$ cat config.mk
export PLATFORM = sky130hd
export DESIGN_NAME = pipe_stage_reg
export DESIGN_NICKNAME = d
export VERILOG_FILES = /design/src/rtl/pipe_pkg.sv /design/src/rtl/pipe_skid_buf.sv /design/src/rtl/pipe_stage_reg.sv
export SDC_FILE = /design/constraint.sdc
export NUM_CORES = 1
export LEC_CHECK = 0
export ABC_AREA = 1
export BUFFER_PORTS_ARGS = -buffer_cell sky130_fd_sc_hd__buf_2
export CORE_MARGIN = 1.5
export CORE_UTILIZATION = 40
export CTS_CLUSTER_SIZE = 20
export DETAILED_ROUTE_END_ITERATION = 6
export PLACE_DENSITY = 0.71
export SLEW_MARGIN = 20
export SYNTH_ARGS = -nofsm -noshare
export SYNTH_HDL_FRONTEND = slang
export SYNTH_SLANG_ARGS = --single-unit
$ cat constraint.sdc
create_clock -name clk -period 2.3 [get_ports clk]
set_clock_uncertainty 0.1 [all_clocks]
set_input_delay 0 -clock clk [delete_from_list [all_inputs] [get_ports clk]]
set_output_delay 0 -clock clk [all_outputs]
set_load 0.02 [all_outputs]
$ cat src/rtl/pipe_pkg.sv
// pipe_pkg: shared pipeline-stage constants.
// Holds the ctrl-vector field layout, the per-stage widths, the bubble
// encoding loaded on flush, and the skid-buffer state encoding.
package pipe_pkg;
  localparam int RF_WE_O    = 0;
  localparam int RF_WE_W    = 1;
  localparam int RF_WSEL_O  = 1;
  localparam int RF_WSEL_W  = 2;
  localparam int RAM_WE_O   = 3;
  localparam int RAM_WE_W   = 1;
  localparam int RAM_RSEL_O = 4;
  localparam int RAM_RSEL_W = 1;
  localparam int NPC_OP_O   = 5;
  localparam int NPC_OP_W   = 1;
  localparam int NPC_SEL_O  = 6;
  localparam int NPC_SEL_W  = 1;
  localparam int FLAG_O     = 7;
  localparam int FLAG_W     = 1;
  localparam int CTRL_W_ALL = 8;
  localparam int IF_ID_DATA_W  = 64;
  localparam int ID_EX_DATA_W  = 128;
  localparam int EX_MEM_DATA_W = 96;
  localparam int MEM_WB_DATA_W = 64;
  localparam int IF_ID_CTRL_W  = CTRL_W_ALL;
  localparam int ID_EX_CTRL_W  = CTRL_W_ALL;
  localparam int EX_MEM_CTRL_W = CTRL_W_ALL;
  localparam int MEM_WB_CTRL_W = CTRL_W_ALL;
  localparam logic [CTRL_W_ALL-1:0] CTRL_BUBBLE = '0;
  // Encoded so the state value is directly the number of held entries.
  typedef enum logic [1:0] {EMPTY = 2'd0, ONE = 2'd1, FULL = 2'd2} skid_state_t;
endpackage

$ cat src/rtl/pipe_skid_buf.sv
// pipe_skid_buf: 2-entry skid buffer with a registered in_ready.
// Ports: clk, rst (async active-low), flush, stall, in_valid/in_ready/in_data/in_ctrl
// upstream, out_valid/out_ready/out_data/out_ctrl downstream, occupancy (0..2).
// Main entry m always drives out_*; s only catches the entry that arrives
// while m is blocked, so in_ready never depends on out_ready in the same cycle.
module pipe_skid_buf
  import pipe_pkg::*;
#(
  parameter int DATA_W = 32,
  parameter int CTRL_W = 8,
  parameter logic [CTRL_W-1:0] CTRL_FLUSH = '0
) (
  input  logic              clk,
  input  logic              rst,
  input  logic              flush,
  input  logic              stall,
  input  logic              in_valid,
  output logic              in_ready,
  input  logic [DATA_W-1:0] in_data,
  input  logic [CTRL_W-1:0] in_ctrl,
  output logic              out_valid,
  input  logic              out_ready,
  output logic [DATA_W-1:0] out_data,
  output logic [CTRL_W-1:0] out_ctrl,
  output logic [1:0]        occupancy
);
  skid_state_t state, state_nx;
  logic [DATA_W-1:0] m_data, s_data;
  logic [CTRL_W-1:0] m_ctrl, s_ctrl;
  logic rdy, in_xfer, out_xfer, load_m, load_s, pop_s;
  assign in_ready  = rdy;
  assign out_valid = (state != EMPTY) & !stall;
  assign out_data  = m_data;
  assign out_ctrl  = m_ctrl;
  assign occupancy = state;
  assign in_xfer   = in_valid & rdy;
  assign out_xfer  = out_valid & out_ready;
  assign load_m    = in_xfer & ((state == EMPTY) | ((state == ONE) & out_xfer));
  assign load_s    = in_xfer & (state == ONE) & !out_xfer;
  assign pop_s     = out_xfer & (state == FULL);
  always_comb begin
    state_nx = state;
    if (flush) state_nx = EMPTY;
    else
      case (state)
        EMPTY:   state_nx = in_xfer ? ONE : EMPTY;
        ONE:     state_nx = (out_xfer & !in_xfer) ? EMPTY : (in_xfer & !out_xfer) ? FULL : ONE;
        FULL:    state_nx = out_xfer ? ONE : FULL;
        default: state_nx = EMPTY;
      endcase
  end
  always_ff @(posedge clk or negedge rst) begin
    if (!rst) begin
      state <= EMPTY;
      rdy   <= 1'b0;
    end else begin
      state <= state_nx;
      rdy   <= state_nx != FULL;
    end
  end
  // Payload survives a flush; only ctrl is overwritten with the bubble.
  always_ff @(posedge clk or negedge rst) begin
    if (!rst) begin
      m_data <= '0;
      s_data <= '0;
      m_ctrl <= CTRL_FLUSH;
      s_ctrl <= CTRL_FLUSH;
    end else if (flush) begin
      m_ctrl <= CTRL_FLUSH;
      s_ctrl <= CTRL_FLUSH;
    end else begin
      if (load_m) begin
        m_data <= in_data;
        m_ctrl <= in_ctrl;
      end else if (pop_s) begin
        m_data <= s_data;
        m_ctrl <= s_ctrl;
      end
      if (load_s) begin
        s_data <= in_data;
        s_ctrl <= in_ctrl;
      end
    end
  end
endmodule

$ cat src/rtl/pipe_stage_reg.sv
// pipe_stage_reg: generic valid/ready pipeline stage register with stall and flush.
// Ports: clk, rst (async active-low), flush, stall, in_valid/in_ready/in_data/in_ctrl
// upstream, out_valid/out_ready/out_data/out_ctrl downstream, occupancy (held entries).
// SKID=1 uses the 2-entry skid buffer; SKID=0 is a single register whose
// in_ready is combinational from out_ready.
module pipe_stage_reg
  import pipe_pkg::*;
#(
  parameter int DATA_W = 32,
  parameter int CTRL_W = 8,
  parameter logic [CTRL_W-1:0] CTRL_FLUSH = CTRL_W'(CTRL_BUBBLE),
  parameter bit SKID = 1'b1
) (
  input  logic              clk,
  input  logic              rst,
  input  logic              flush,
  input  logic              stall,
  input  logic              in_valid,
  output logic              in_ready,
  input  logic [DATA_W-1:0] in_data,
  input  logic [CTRL_W-1:0] in_ctrl,
  output logic              out_valid,
  input  logic              out_ready,
  output logic [DATA_W-1:0] out_data,
  output logic [CTRL_W-1:0] out_ctrl,
  output logic [1:0]        occupancy
);
  generate
    if (SKID) begin : g_skid
      pipe_skid_buf #(.DATA_W(DATA_W), .CTRL_W(CTRL_W), .CTRL_FLUSH(CTRL_FLUSH)) u_buf (
        .clk(clk), .rst(rst), .flush(flush), .stall(stall),
        .in_valid(in_valid), .in_ready(in_ready), .in_data(in_data), .in_ctrl(in_ctrl),
        .out_valid(out_valid), .out_ready(out_ready), .out_data(out_data), .out_ctrl(out_ctrl),
        .occupancy(occupancy)
      );
    end else begin : g_reg
      logic valid, run;
      logic [DATA_W-1:0] data;
      logic [CTRL_W-1:0] ctrl;
      // run keeps in_ready low until the first edge after reset release.
      assign in_ready  = run & !stall & (!valid | out_ready);
      assign out_valid = valid & !stall;
      assign out_data  = data;
      assign out_ctrl  = ctrl;
      assign occupancy = {1'b0, valid};
      always_ff @(posedge clk or negedge rst) begin
        if (!rst) begin
          run   <= 1'b0;
          valid <= 1'b0;
          data  <= '0;
          ctrl  <= CTRL_FLUSH;
        end else begin
          run <= 1'b1;
          if (flush) begin
            valid <= 1'b0;
            ctrl  <= CTRL_FLUSH;
          end else if (!stall) begin
            if (in_valid && in_ready) begin
              valid <= 1'b1;
              data  <= in_data;
              ctrl  <= in_ctrl;
            end else if (out_valid && out_ready) begin
              valid <= 1'b0;
            end
          end
        end
      end
    end
  endgenerate
endmodule

==> flow_summary.yaml <==
worst_setup_path:
  cp_cell_sequence: "nor2_1 -> nor2_1 -> nand2_1 -> ha_1 -> nand3_1 -> nand2_1 -> a21oi_1 -> o21ai_0"
  path_max_fanout: 6
  timing.critical_path.buf_inv: 0
  cp.arrival_ps: 1880
  cp.required_ps: 2410
  worstSetupPathType: "register to register"
  worst_setup_path_start_kind: "register"
  slowest_stage: "dfrtp_1"
  worstSetupEndpointType: "register"
  worst_path_dominant_cell_family: "simple AND/OR/NAND/NOR gates"
  worst_path_largest_cell_delay_ps: 460
power_and_ir_drop:
  internal_power_w: 0.00317
  pwr-share-seq_pct: 44.1
  swShare_pct: 33.7
  p_clk_share_pct: 26.5
  power_switching_w: 0.00161
  powerDensity_nw_per_um2: 940
  p_comb_share_pct: 29.4
  p_leak_nw: 2.93
  vdd_ir_drop_max_uv: 399
clocking:
  clk_path_buf_depth: 2
  numCtsBuffers: 9
  cts_htree_levels: 3
  tritoncts: "done"
  clock_sinks: 83
  clk_latency_ps: 340
  root_buffer: "clkbuf_8"
  clkTransAtPathRegs_ps: 80
  cts-resized-gates: 0
place:
  finalWeightedCongestion: 0.828
  hpwl_um: 6020
  portBuffers: 89
drt:
  wire_per_inst_um: 12.0
  vias_per_cell: 4.64
  drc: 0
  first_pass_iters: 4
  drtAntennaViolNets: 0
  vias: 3537
  finalWirelength_um: 9130
  drtIter0Drc: 176
grt:
  grt_overflow_total: 0
  grt_antenna_before_repair: 0
  grt_pass1_wl_um: 15700
  grt_pass1_vias: 3452
  grt_usage_pct: 19.6
  grt_max_degree: 73
logic_synthesis:
  synth_ff_type: "dfrtp_1"
  yosys-top-cells-count: "nand2_1 (239), dfrtp_1 (83), nand3_1 (51), inv_1 (42), o21ai_0 (34)"
  ys_types: 19
  async_reset_ff_share_pct: 100
  yosys.area.top_type: "dfrtp_1"
  synth_nets: 546
  synth.avg_cell_area_um2: 7.62
  synth_area_um2: 3800
  synthCells: 499
  yosysMostFrequentCell: "nand2_1"
  ys_seq_area_share_pct: 54.6
  ys_warn_count: 0
  synth_seq_cells: 83
  yosysTopAreaCellShare_pct: 54.6
  synth-edff-count: 0
  synth_area_leaders: "dfrtp_1 (55%), nand2_1 (24%), nand3_1 (6.7%)"
layout:
  drive_above_1_share_pct: 19.1
  diodes: 0
  syn_to_final_growth_pct: 34.0
  fin_nets: 675
job:
  cap_violations: 0
floorplan:
  die_w_um: 100
  core_um2: 9240
  num_rows: 35
  start_util_pct: 41.1
  die_h_um: 100
  io_pins: 90
  die_area_um2: 10100
timing:
  whs_ps: 43.1
  slew-limit-headroom_pct: 66.9
  setup_viol: 0
  rsz0062_at_grt: "no"
  fmax_mhz: 565
  fin_tns_setup_ps: 0
  fin_crit_sh_pct: 76.9
  hold_violations: 0
  slew_viol_final: 0
  worst_pin_slew_ps: 495
  fin_crit_ps: 1770
outcome:
  status: "completed"
worst_hold_path:
  hold_class: "input pin to async pin"
==> flip-flops by register name, summed over array words and instances (netlist names) <==
register	cells
g_skid.u_buf.s_data	32
g_skid.u_buf.out_data	32
g_skid.u_buf.s_ctrl	8
g_skid.u_buf.occupancy	2
g_skid.u_buf.in_ready	1
g_skid.u_buf.out_ctrl	8
==> placed cells by master (no fill, tap or decap) <==
cell           instances
nand2_1              239
buf_2                 88
dfrtp_1               83
nand3_1               51
dlygate4sd3_1         43
inv_1                 42
o21ai_0               34
buf_4                 11
clkbuf_8              10
o21ai_1                7
nor2_1                 4
inv_2                  3
bufinv_16              3
nand4_1                2
a21oi_1                2
clkbuf_1               2
buf_12                 2
clkinv_1               1
nor3_1                 1
nand3_2                1
nand2_2                1
a21oi_4                1
ha_1                   1
clkinvlp_4             1
==> cell type report <==
type	count	area, um2
timing repair buffer	144	993
sequential	83	2080
fill	882	4150
clock buffer	12	145
tap	129	161
multi-input combinational	344	1450
inverter	46	173
clock inverter	4	97.6
==> layer usage <==
metal / vias to the layer above / track usage, % / part of all wire (%)
li1: 1805 / - / -
met1: 1624 / 26.0 / 47
met2: 102 / 32.4 / 47
met3: 6 / 4.51 / 4.9
met4: 0 / 5.53 / 0.77
met5: - / 0 / 0
==> repair_timing <==
action,CTS,global route
setup buffers,0,0
hold buffers,43,0
hold endpoints to repair,166,0
==> worst paths after layout <==
check | to | startpoint | cells after the start | slack (ps)
min in group clk | g_skid.u_buf.occupancy[1]$_DFF_PN0_ | stall | 5 | 160
setup / recovery | g_skid.u_buf.in_ready$_DFF_PN0_ | g_skid.u_buf.occupancy[0]$_DFF_PN0_ | 8 | 530
hold / removal | g_skid.u_buf.out_data[25]$_DFFE_PN0P_ | rst | 2 | 40
setup reg to reg | g_skid.u_buf.in_ready$_DFF_PN0_ | g_skid.u_buf.occupancy[0]$_DFF_PN0_ | 8 | 530
hold reg to reg | g_skid.u_buf.out_data[9]$_DFFE_PN0P_ | g_skid.u_buf.out_data[9]$_DFFE_PN0P_ | 2 | 380
max in group asynchronous | g_skid.u_buf.s_data[14]$_DFFE_PN0P_ | rst | 3 | 1440
==> through the flow <==
step | total power [W] | utilization [%] | cells | setup slack, ps | area (um2)
after floorplan | 0.00301 | - | 499 | 277 | 3800
after global placement | 0.00346 | 47.8 | 703 | 678 | 4420
after detailed placement | 0.00350 | 47.8 | 703 | 568 | 4420
after CTS | 0.00485 | 55.1 | 762 | 553 | 5090
after global routing | 0.00512 | 55.1 | 762 | 380 | 5090
final | 0.00479 | 55.1 | 762 | 531 | 5090
==> cell families (layout without fill, tap and decap cells) <==
logic type	count (synthesis)	count (layout)	synth area share, %
compound gates	44	44	5.89
simple gates	299	299	31.6
buf+inv	72	206	7.54
flops	83	83	54.6
fa+ha+maj	1	1	0.329
==> power by group through the flow <==
stage / clock [W] / combinational, W / sequential (W)
final: 0.00127 / 0.00141 / 0.00211
after global routing: 0.00136 / 0.00160 / 0.00216
after CTS: 0.00131 / 0.00143 / 0.00211
after detailed placement: 0 / 0.00137 / 0.00214
after global placement: 0 / 0.00134 / 0.00212
after floorplan: 0 / 0.000634 / 0.00238
Power figures use the tool's default switching activity.
